<file path="config.mk">
export PLATFORM = sky130hd
export DESIGN_NAME = pipe_ctrl
export DESIGN_NICKNAME = d
export VERILOG_FILES = /design/src/rtl/pipe_ctrl_pkg.sv /design/src/rtl/pipe_ctrl.sv
export SDC_FILE = /design/constraint.sdc
export NUM_CORES = 1
export LEC_CHECK = 0
export ABC_AREA = 1
export ABC_CLOCK_PERIOD_IN_PS = 4300
export BUFFER_PORTS_ARGS = -buffer_cell sky130_fd_sc_hd__buf_4
export CAP_MARGIN = 5
export CORE_MARGIN = 5
export CORE_UTILIZATION = 55
export CTS_CLUSTER_DIAMETER = 30
export DETAILED_ROUTE_END_ITERATION = 12
export GPL_ROUTABILITY_DRIVEN = 0
export PLACE_DENSITY_LB_ADDON = 0.15
export RECOVER_POWER = 25
export SYNTH_ARGS = -nofsm -noshare
export SYNTH_HDL_FRONTEND = slang
export SYNTH_SLANG_ARGS = --single-unit
</file>
<file path="constraint.sdc">
create_clock -name clk -period 4.3 [get_ports clk]
set_clock_uncertainty 0.05 [all_clocks]
set_input_delay 0.86 -clock clk [delete_from_list [all_inputs] [get_ports clk]]
set_output_delay 0.86 -clock clk [all_outputs]
set_load 0.005 [all_outputs]
</file>
<file path="src/rtl/pipe_ctrl_pkg.sv">
// Shared pipeline-control definitions: hold/no-hold bit values, the stall
// vectors driven to the PC and the pipeline registers, and exception codes.
package pipe_ctrl_pkg;

    // Per-register hold flag values
    localparam logic Stop   = 1'b1;
    localparam logic NoStop = 1'b0;

    // Stall vector layout: bit0 PC, bit1 IF/ID, bit2 ID/EX, bit3 EX/MEM,
    // bit4 MEM/WB, bit5 WB. Each request freezes its stage and everything
    // upstream of it.
    localparam logic [5:0] STALL_NONE = {NoStop, NoStop, NoStop, NoStop, NoStop, NoStop};
    localparam logic [5:0] STALL_IF   = {NoStop, NoStop, NoStop, NoStop, Stop,   Stop};
    localparam logic [5:0] STALL_ID   = {NoStop, NoStop, NoStop, Stop,   Stop,   Stop};
    localparam logic [5:0] STALL_EX   = {NoStop, NoStop, Stop,   Stop,   Stop,   Stop};
    localparam logic [5:0] STALL_MEM  = {NoStop, Stop,   Stop,   Stop,   Stop,   Stop};
    localparam logic [5:0] STALL_ALL  = {Stop,   Stop,   Stop,   Stop,   Stop,   Stop};

    // Exception codes and entry point
    localparam logic [31:0] EXC_NONE   = 32'h0000_0000;
    localparam logic [31:0] EXC_VECTOR = 32'h0000_0020;
    localparam logic [31:0] EXC_ERET   = 32'h0000_000e;

    // Stall-cycle counter ceiling
    localparam logic [15:0] STALL_CNT_MAX = 16'hFFFF;

    // Priority encoder for stage hold requests: deepest stage wins
    function automatic logic [5:0] stall_select(
        input logic req_mem,
        input logic req_ex,
        input logic req_id,
        input logic req_if
    );
        logic [5:0] sel;
        sel = STALL_NONE;
        if (req_mem) begin
            sel = STALL_MEM;
        end else if (req_ex) begin
            sel = STALL_EX;
        end else if (req_id) begin
            sel = STALL_ID;
        end else if (req_if) begin
            sel = STALL_IF;
        end
        return sel;
    endfunction

endpackage

</file>
<file path="src/rtl/pipe_ctrl.sv">
// Pipeline control: combines stage hold requests into the stall vector,
// turns MEM-stage exceptions into a one-cycle flush plus PC redirect (waiting
// for any in-flight bus transaction to finish), and counts stalled cycles.
module pipe_ctrl
    import pipe_ctrl_pkg::*;
#(
    parameter logic [31:0] EXC_VECTOR = pipe_ctrl_pkg::EXC_VECTOR,
    parameter logic [31:0] EXC_ERET   = pipe_ctrl_pkg::EXC_ERET
) (
    input  logic        clk,
    input  logic        rst,
    input  logic        stallreq_if,
    input  logic        stallreq_id,
    input  logic        stallreq_ex,
    input  logic        stallreq_mem,
    input  logic [31:0] excepttype_i,
    input  logic [31:0] cp0_epc_i,
    input  logic        bus_busy_i,
    output logic [5:0]  stall,
    output logic        flush,
    output logic [31:0] new_pc,
    output logic [15:0] stall_cycles
);

    typedef enum logic [1:0] {
        RUN      = 2'd0,
        WAIT_BUS = 2'd1,
        FLUSH    = 2'd2
    } state_t;

    state_t      state;
    logic [31:0] target;
    logic        exc_take;
    logic [31:0] exc_target;

    // Exception acceptance and redirect target selection (RUN only)
    always_comb begin
        exc_take   = (state == RUN) && (excepttype_i != EXC_NONE);
        exc_target = (excepttype_i == EXC_ERET) ? cp0_epc_i : EXC_VECTOR;
    end

    // Stall vector: full freeze while an exception is pending, none while flushing
    always_comb begin
        stall = STALL_NONE;
        if (!rst) begin
            unique case (state)
                RUN: begin
                    if (exc_take) begin
                        stall = STALL_ALL;
                    end else begin
                        stall = stall_select(stallreq_mem, stallreq_ex,
                                             stallreq_id, stallreq_if);
                    end
                end
                WAIT_BUS: stall = STALL_ALL;
                FLUSH:    stall = STALL_NONE;
                default:  stall = STALL_NONE;
            endcase
        end
    end

    // Redirect FSM; flush/new_pc are loaded on entry to FLUSH so they are
    // registered yet valid for exactly the FLUSH cycle
    always_ff @(posedge clk) begin
        if (rst) begin
            state  <= RUN;
            flush  <= 1'b0;
            new_pc <= '0;
            target <= '0;
        end else begin
            unique case (state)
                RUN: begin
                    flush  <= 1'b0;
                    new_pc <= '0;
                    if (exc_take) begin
                        target <= exc_target;
                        if (bus_busy_i) begin
                            state <= WAIT_BUS;
                        end else begin
                            state  <= FLUSH;
                            flush  <= 1'b1;
                            new_pc <= exc_target;
                        end
                    end
                end
                WAIT_BUS: begin
                    if (!bus_busy_i) begin
                        state  <= FLUSH;
                        flush  <= 1'b1;
                        new_pc <= target;
                    end
                end
                FLUSH: begin
                    state  <= RUN;
                    flush  <= 1'b0;
                    new_pc <= '0;
                end
                default: begin
                    state  <= RUN;
                    flush  <= 1'b0;
                    new_pc <= '0;
                end
            endcase
        end
    end

    // Saturating count of cycles with any stage held
    always_ff @(posedge clk) begin
        if (rst) begin
            stall_cycles <= '0;
        end else if ((stall != STALL_NONE) && (stall_cycles != STALL_CNT_MAX)) begin
            stall_cycles <= stall_cycles + 16'd1;
        end
    end

endmodule

</file>
==> results of run 1 <==
==> routing by layer <==
| metal | part of all wire (%) | global-route usage, % |
|---|---|---|
| met1 | 40 | 28.30 |
| met2 | 48 | 41.69 |
| met3 | 9.6 | 5.179 |
| met4 | 1.6 | 8.894 |
| met5 | 0 | 0 |
==> registers in the layout, summed over array words and instances, names as in the netlist <==
signal / flops
stall_cycles: 16
flush: 1
target: 32
state: 2
new_pc: 32
==> cells in the mapped netlist, drive strengths merged <==
cell	instances	area [um^2]
nand3	87	435.4
nand4	4	40.04
nor2	41	156.4
nand2	156	595.6
nor3	6	41.29
o21ai	59	295.3
dfxtp	83	1662
nor4	3	25.02
a21boi	1	7.510
inv	44	165.2
clkbuf	21	81.33
xor2	10	87.58
a21oi	47	239.0
xnor2	2	17.52
buf	17	93.84
ha	1	12.51
clkinv	2	7.510
==> logic make-up (layout without fill, tap and decap cells) <==
logic type | Yosys count | in the layout
compound gates | 107 | 107
flops | 83 | 83
fa+ha+maj | 1 | 1
buf+inv | 84 | 192
xor+xnor | 12 | 12
simple gates | 297 | 297
==> worst max path at each step <==
stage | start | endpoint | slack [ns] | cells past startpoint
after floorplan | excepttype_i[15] | stall[1] | 1.42 | 11
after global placement | excepttype_i[31] | stall[4] | 1.21 | 10
after detailed placement | excepttype_i[27] | stall[4] | 1.14 | 10
after CTS | excepttype_i[27] | stall[4] | 1.13 | 10
after global routing | excepttype_i[27] | stall[4] | 0.90 | 10
final | excepttype_i[27] | stall[4] | 1.16 | 10
==> power groups by stage <==
stage	Combinational [mW]	Sequential, mW	Clock, mW
6_report	0.165	0.781	0.570
5_1_grt	0.183	0.781	0.619
4_1_cts	0.165	0.780	0.582
3_5_place_dp	0.165	0.798	0
3_3_place_gp	0.163	0.798	0
2_1_floorplan	0.0805	0.797	0
==> final cells by class <==
type | count | share of cell area [%]
inverter | 46 | 3.393
multi-input combinational | 417 | 38.63
sequential | 83 | 32.65
clock buffer | 9 | 2.434
tap | 99 | 2.434
timing repair buffer | 130 | 18.96
clock inverter | 7 | 1.500
==> stage by stage <==
step / utilization, % / cell area, um^2
floorplan: - / 3963
global placement: 68.65 / 4900
detailed placement: 68.65 / 4900
CTS: 71.46 / 5100
global route: 71.30 / 5089
finish: 71.30 / 5089
==> critical path: cells and delay by family <==
kind	cells	cell delay, ns
buffers and inverters	2	0.27
and+or+nand+nor	7	0.70
AOI/OAI and AO/OA	1	0.42
==> out/results.tsv, run 1 <==
metric	value	unit
status	completed	
CTS resizes	0	
CTS Sinks	83	
RSZ-0062 raised after global routing	false	
crit path max fanout	5	
share of post-route cells with drive strength above 1	22.11	%
Mapped Cells	584	
RR Startpoint	stall_cycles[0]	
post-synthesis sequential area ratio	41.93	%
Final Slew Violations	0	
hold buffers post-CTS	0	
worst rel slew slack	34.66	%
Max H-tree Level	3	
Total Wirelength	10580	um
PD cells	297.8	mW/mm^2
sequential power share	51.5	%
Mapped Nets	656	
VDD IR max	0.1822	mV
Sw Ratio	26.47	%
DP Wirelength	7312	um
Top Ports	126	
final hold vios	0	
Worst-Margin Slew	0.9790	ns
worst path required time	3.39	ns
Switch Pwr	401.1	uW
maximum clock path buffer count	2	
crit-path max cell delay	0.42	ns
Area Overhead vs Synth	28.42	%
Clk pwr share	37.6	%
ANT cells	0	
Hold Crit Start	target[3]	
Synth cell types	28	
Hold Path Class	flop to flop	
Final ANT Viol Nets	0	
pre-CTS WS	1.135	ns
DR pass1 iterations	5	
Worst setup SP type	input port	
Ys Warns	0	
CTS buffer count	9	
clock transition at the registers of the reported paths	0.09	ns
Critical Path, Cell by Cell	buf_4 > nor2_1 > nand2_1 > nor2_1 > nand2_1 > nor2_1 > nor2_2 > o21ai_0 > nand2_1 > buf_4	
Hold Crit Endpoint	target[3]	
first-pass GRT wire length	17360	um
Starting Density	55.52	%
vias in the first global route	3939	
Fillers	655	
Setup Buffers After CTS	0	
GR Util All Layers	23.77	%
Vias/cell	5.315	
IO Port Bufs	125	
CTS tree	yes	
FF+latch area	0.001662	mm^2
reg-to-reg setup timing slack	2.14	ns
TNS Setup	0	ns
LEAKAGE	1.972	nW
clock root buffer	clkbuf_8	
commonest non-fill, non-tap cell in the layout	nand2_1	
minimum clock period	3.143	ns
Synth Area in Adders	0.3158	%
Min Hold Slack	0.4193	ns
Max Cap Viol	0	
Critical Path End Type	primary output	
Layout Cells excl Fill	791	
DR vias	4204	
drt drc	0	
grt ovf	0	
Compound-Gate Fraction of Synth Area	13.67	%
syn avg cell area	6.785	um^2
multi-input logic area	0.001966	mm^2
commonest cells after routing, fill and taps aside	154 x nand2_1, 96 x buf_4, 87 x nand3_1, 83 x dfxtp_1, 59 x o21ai_0	
initial DRC count	263	
initial antenna violation count	0	
largest family of logic cells by synthesized area	simple AND/OR/NAND/NOR gates	
kind of critical path	input port to primary output	
Die Span Y	94.88	um
row count	31	
Die ar.	0.009002	mm^2
maximum number of pins on one net before global-route repair	57	
#FFs+latches synth	83	
Tcrit/Tclk final	73.10	%
worst-skew pair later-pin latency	0.35	ns
core area	0.007137	mm^2
Critical Path AT	2.23	ns
hold path cells	2	
internal power	1.114	mW
critical path's slowest cell	o21ai_0	
Synth Area in XOR/XNOR	2.652	%
f_max	318.1	MHz
final setup margin	1.157	ns
path depth of the worst reg2reg path	9	
DIE WIDTH	94.88	um
DR WL/cell	13.38	um
synthesized cell area	0.003963	mm^2
Comb power frac	10.9	%
Power, Total	1.515	mW
Final nets	759	
r2r endpoint	stall_cycles[5]	
placed cell count	775	
endpoints failing setup	0	
mux cell area share after synthesis	0	%
simple logic cell fraction of the synthesized area	32.65	%
Note: power is estimated with default switching activity, not from simulation.
==> inputs of run 2 (changes only) <==
--- a/config.mk
+++ b/config.mk
@@ -6,11 +6,11 @@
 export NUM_CORES = 1
 export LEC_CHECK = 0
 export ABC_AREA = 1
-export ABC_CLOCK_PERIOD_IN_PS = 4300
+export ABC_CLOCK_PERIOD_IN_PS = 2900
 export BUFFER_PORTS_ARGS = -buffer_cell sky130_fd_sc_hd__buf_4
 export CAP_MARGIN = 5
 export CORE_MARGIN = 5
-export CORE_UTILIZATION = 55
+export CORE_UTILIZATION = 51
 export CTS_CLUSTER_DIAMETER = 30
 export DETAILED_ROUTE_END_ITERATION = 12
 export GPL_ROUTABILITY_DRIVEN = 0
==> constraint.sdc (replaced) <==
create_clock -name clk -period 2.9 [get_ports clk]
set_clock_uncertainty 0.05 [all_clocks]
set_input_delay 0.58 -clock clk [delete_from_list [all_inputs] [get_ports clk]]
set_output_delay 0.58 -clock clk [all_outputs]
set_load 0.005 [all_outputs]
==> run 2 against run 1 <==
Critical path depth rose by 1. Utilization fell by 4.2 points. Clock power rose by 55%. Sequential power rose by 49%. Via count fell by 0.98%. Flip-flop and latch count did not move. Die area rose by 7.0%. First-iteration DRC count fell by 5.3%. Sequential share of layout area fell by 0.26 points. Final cell count rose by 0.76%. Routed wire length fell by 0.99%. Highest routed layer unchanged.
==> out/results.tsv, run 2 (synthesized netlist as in run 1, its figures left out) <==
metric	value	unit	change
TNS Setup	0	ns	unchanged
status	completed		
Top Ports	126		unchanged
Final Slew Violations	0		unchanged
minimum clock period	2.531	ns	
Tcrit/Tclk final	87.29	%	
clock transition at the registers of the reported paths	0.07	ns	-0.02 ns
Worst setup SP type	input port		
Total Wirelength	10480	um	-0.99%
CTS buffer count	9		unchanged
CTS resizes	0		unchanged
vias in the first global route	3869		-1.8%
kind of critical path	input port to primary output		
Area Overhead vs Synth	29.46	%	
hold buffers post-CTS	0		unchanged
row count	32		+3.2%
core area	0.007647	mm^2	+7.2%
worst path required time	2.27	ns	-1.12 ns
maximum number of pins on one net before global-route repair	57		unchanged
crit path max fanout	33		+28
Final nets	763		+0.53%
PD cells	446.9	mW/mm^2	+50%
CTS Sinks	83		unchanged
design area	0.005130	mm^2	+0.81%
Final ANT Viol Nets	0		unchanged
Max H-tree Level	3		unchanged
Fillers	697		+6.4%
share of post-route cells with drive strength above 1	21.87	%	-0.24 points
clock root buffer	clkbuf_8		
Critical Path AT	1.90	ns	-0.33 ns
Vias/cell	5.223		-1.7%
maximum clock path buffer count	2		unchanged
grt ovf	0		unchanged
DP Wirelength	7252	um	-0.82%
DR WL/cell	13.15	um	-1.7%
Worst-Margin Slew	0.8012	ns	-0.1778 ns
worst-skew pair later-pin latency	0.35	ns	about the same
worst rel slew slack	46.26	%	+12 points
Area after DPL	0.004946	mm^2	+0.94%
Die Span Y	98.15	um	+3.4%
Critical Path End Type	primary output		
final hold vios	0		unchanged
CTS tree	yes		
IO Port Bufs	125		unchanged
Starting Density	51.82	%	-3.7 points
GR Util All Layers	21.93	%	-1.8 points
ANT cells	0		unchanged
commonest non-fill, non-tap cell in the layout	nand2_1		
RSZ-0062 raised after global routing	false		
first-pass GRT wire length	17920	um	+3.2%
Max Cap Viol	0		unchanged
VDD IR max	0.3144	mV	+72%
f_max	395.1	MHz	
endpoints failing setup	0		unchanged
initial antenna violation count	0		unchanged
Setup Buffers After CTS	0		unchanged
initial DRC count	249		-5.3%
Die ar.	0.009632	mm^2	+7.0%
DIE WIDTH	98.15	um	+3.4%
LEAKAGE	1.987	nW	+0.76%
biggest regs	new_pc (32), target (32), stall_cycles (16)		
drt drc	0		unchanged
commonest cells after routing, fill and taps aside	154 x nand2_1, 99 x buf_4, 87 x nand3_1, 83 x dfxtp_1, 59 x o21ai_0		
DR vias	4163		-0.98%
DR pass1 iterations	5		unchanged
Hold Path Class	input port to flop		
## run 2: changes by cell type in the layout (fill, tap and decap cells not counted)
cell        previous run  this run
buf_12                 0         1
buf_4                 96        99
bufinv_16              1         2
clkbuf_1               3         7
clkbuf_4              31        28
clkinv_1               2         3
clkinv_2               1         2
clkinvlp_4             2         0
inv_1                 44        43
inv_6                  2         0
## run 2: metrics by stage
step                std cells  hold WS, ns  util (%)  setup slack (ns)  power [mW]
floorplan                 584       0.3901         -            0.5800       1.301
global placement          782       0.3981     64.68            0.3746       1.431
detailed placement        782       0.4055     64.68            0.3205       1.436
CTS                       797       0.3673     67.38            0.3390       2.315
global route              797       0.3765     67.08            0.2174       2.389
finish                    797       0.3867     67.08            0.3687       2.293
## run 2: worst max-delay path, stage by stage
cell	delay [ns]
buf_4	0.08
nor2_1	0.04
nand2_1	0.06
nor2_1	0.04
nand2_1	0.11
nor2_1	0.08
nor2_2	0.09
buf_4	0.34
clkinv_1	0.15
a21boi_0	0.19
buf_4	0.14
## run 2: metal layers
metal  vias to the layer above  part of all wire, %  GRT usage, %
li1                       2110                    -             -
met1                      1886                   44         28.40
met2                       154                   47         36.49
met3                        13                  7.5         4.714
met4                         0                  1.1         7.248
met5                         -                    0             0
## run 2: path summary, 6_finish.rpt
path,startpoint,end,slack (ns),depth (start not counted)
setup / recovery,excepttype_i[27],stall[3],0.37,11
hold / removal,bus_busy_i,state[1],0.39,2
setup reg to reg,stall_cycles[0],stall_cycles[4],0.76,9
hold reg to reg,target[15],target[15],0.42,2
## run 2: where the power goes
part           internal, mW  switching [mW]  total, mW
Clock                 0.480           0.406      0.886
Combinational         0.105           0.145      0.251
Sequential             1.15         0.00946       1.16
Total                  1.73           0.561       2.29
## run 2: area by class of cell
| type | instances | area, um^2 | area share, % |
|---|---|---|---|
| clock inverter | 5 | 78.83 | 1.537 |
| multi-input combinational | 417 | 1966 | 38.32 |
| clock buffer | 10 | 127.6 | 2.488 |
| inverter | 46 | 172.7 | 3.366 |
| tap | 102 | 127.6 | 2.488 |
| sequential | 83 | 1662 | 32.39 |
| timing repair buffer | 134 | 996.0 | 19.41 |
==> inputs of run 3 (changes only) <==
==> constraint.sdc (replaced) <==
create_clock -name clk -period 2.9 [get_ports clk]
set_clock_uncertainty 0.05 [all_clocks]
set_input_delay 0.145 -clock clk [delete_from_list [all_inputs] [get_ports clk]]
set_output_delay 0.145 -clock clk [all_outputs]
set_load 0.005 [all_outputs]
==> run 3 against run 2 <==
Via count shrank 0.65%. Clock-buffer cell count is the same. Register-to-register slack gained 0.11 ns. Flip-flop and latch count is the same. Maximum frequency grew 20%. Worst hold slack lost 0.37 ns. Non-clock buffer count shrank 2. Critical path depth shrank 6. Setup slack gained 0.41 ns. Sequential share of layout area shrank 0.14 points. Clock power grew 8.5%. Critical path type is now flop to primary output. Largest power group unchanged. Highest routed layer unchanged.
==> out/results.tsv, run 3 (synthesized netlist as in run 1, its figures left out) <==
metric	value	unit	change
crit path max fanout	21		-36%
Final Slew Violations	0		unchanged
GR Util All Layers	21.89	%	-0.046 points
drt drc	0		unchanged
Die Span Y	98.15	um	unchanged
Switch Pwr	600.4	uW	+7.1%
IO Port Bufs	125		unchanged
DP Wirelength	7229	um	-0.33%
maximum clock path buffer count	2		unchanged
sequential power share	48.8	%	-1.6 points
VDD IR max	0.2819	mV	-10%
CTS tree	yes		
Total Wirelength	10620	um	+1.3%
first-pass GRT wire length	17840	um	-0.42%
kind of critical path	flop to primary output		
grt ovf	0		unchanged
clock transition at the registers of the reported paths	0.09	ns	+0.02 ns
DIE WIDTH	98.15	um	unchanged
DR vias	4136		-0.65%
Critical Path AT	1.92	ns	+0.02 ns
Clk pwr share	40.6	%	+2.0 points
worst rel slew slack	42.57	%	-3.7 points
worst path required time	2.71	ns	+0.44 ns
TNS Setup	0	ns	unchanged
Starting Density	51.82	%	unchanged
DR WL/cell	13.34	um	+1.5%
endpoints failing setup	0		unchanged
Vias/cell	5.196		-0.52%
Worst-Margin Slew	0.8590	ns	+0.05781 ns
initial DRC count	215		-14%
Hold Crit Start	cp0_epc_i[6]		
row count	32		unchanged
design area	0.005152	mm^2	+0.44%
Hold Path Class	input port to flop		
status	completed		
commonest non-fill, non-tap cell in the layout	nand2_1		
Fillers	673		-3.4%
Max H-tree Level	3		unchanged
worst-skew pair later-pin latency	0.35	ns	about the same
PD cells	459.7	mW/mm^2	+2.9%
RR Startpoint	stall_cycles[1]		
minimum clock period	2.118	ns	-0.4131 ns
internal power	1.768	mW	+2.1%
Max Cap Viol	0		unchanged
Area after DPL	0.004916	mm^2	-0.61%
DR pass1 iterations	5		unchanged
hold buffers post-CTS	1		+1
f_max	472.1	MHz	+20%
Final nets	761		-0.26%
crit path from	state[0]		
Final ANT Viol Nets	0		unchanged
RSZ-0062 raised after global routing	false		
Worst setup SP type	flop		
CTS resizes	0		unchanged
initial antenna violation count	0		unchanged
Sw Ratio	25.35	%	+0.90 points
vias in the first global route	3860		-0.23%
Critical Path End Type	primary output		
Die ar.	0.009632	mm^2	unchanged
Setup Buffers After CTS	0		unchanged
commonest cells after routing, fill and taps aside	154 x nand2_1, 95 x buf_4, 87 x nand3_1, 83 x dfxtp_1, 59 x o21ai_0		
core area	0.007647	mm^2	unchanged
CTS buffer count	9		unchanged
Comb power frac	10.6	%	-0.3 points
clock root buffer	clkbuf_8		
CTS Sinks	83		unchanged
reg-to-reg setup timing slack	0.87	ns	+0.11 ns
ANT cells	0		unchanged
Tcrit/Tclk final	73.04	%	-14 points
Area Overhead vs Synth	30.03	%	
share of post-route cells with drive strength above 1	21.90	%	+0.032 points
final hold vios	0		unchanged
biggest regs	new_pc (32), target (32), stall_cycles (16)		
LEAKAGE	1.992	nW	+0.26%
Top Ports	126		unchanged
maximum number of pins on one net before global-route repair	57		unchanged
## run 3: changes by cell type in the layout (fill, tap and decap cells not counted), sizes merged
| cell | delta |
|---|---|
| buf | -4 |
| clkinv | -3 |
| inv | +3 |
| dlygate4sd3 | +2 |
| clkinvlp | +1 |
## run 3: path summary, 6_finish.rpt
path / to / cells after the start
worst max register to register: stall_cycles[10] / 9
worst max-delay path: stall[0] / 5
worst min register to register: target[5] / 2
worst min-delay path: target[6] / 3
## run 3: metal layers
layer	global-route usage [%]	share of wire, %	vias to the layer above
li1	-	-	2109
met4	5.777	0.95	0
met5	0	0	-
met2	36.34	47	140
met3	6.000	8.1	7
met1	28.18	44	1880
## run 3: layout make-up
class                           instances  area (um^2)  area share [%]
Multi-Input combinational cell        417         1966           38.15
Sequential cell                        83         1662           32.25
Timing Repair Buffer                  132        993.5           19.28
Inverter                               46        172.7           3.351
Clock buffer                           10        137.6           2.671
Tap cell                              102        127.6           2.477
Clock inverter                          6        93.84           1.821
## run 3: per-stage QoR
step / power (mW) / util, % / instances / setup WS (ns) / hold slack, ns
2_1_floorplan: 1.301 / - / 584 / 1.155 / 0.1674
5_1_grt: 2.460 / 67.38 / 796 / 0.6136 / 0.004013
3_5_place_dp: 1.431 / 64.28 / 778 / 0.8044 / 0.3044
3_3_place_gp: 1.427 / 64.28 / 778 / 0.8699 / 0.3001
6_report: 2.369 / 67.38 / 796 / 0.7818 / 0.01948
4_1_cts: 2.385 / 67.44 / 795 / 0.7728 / 0.001441
## run 3: worst max-delay path: stages, from the launching register on
cell and delay [ns]:
dfxtp_1 0.37, nor4_1 0.29, nand2_1 0.09, nand2_1 0.08, nand2_1 0.42, buf_4 0.32
## run 3: power by group through the flow
stage	Combinational, mW	Sequential, mW	Clock, mW
2_1_floorplan	0.119	1.18	0
3_3_place_gp	0.244	1.18	0
3_5_place_dp	0.248	1.18	0
4_1_cts	0.250	1.16	0.979
5_1_grt	0.275	1.16	1.03
6_report	0.251	1.16	0.961
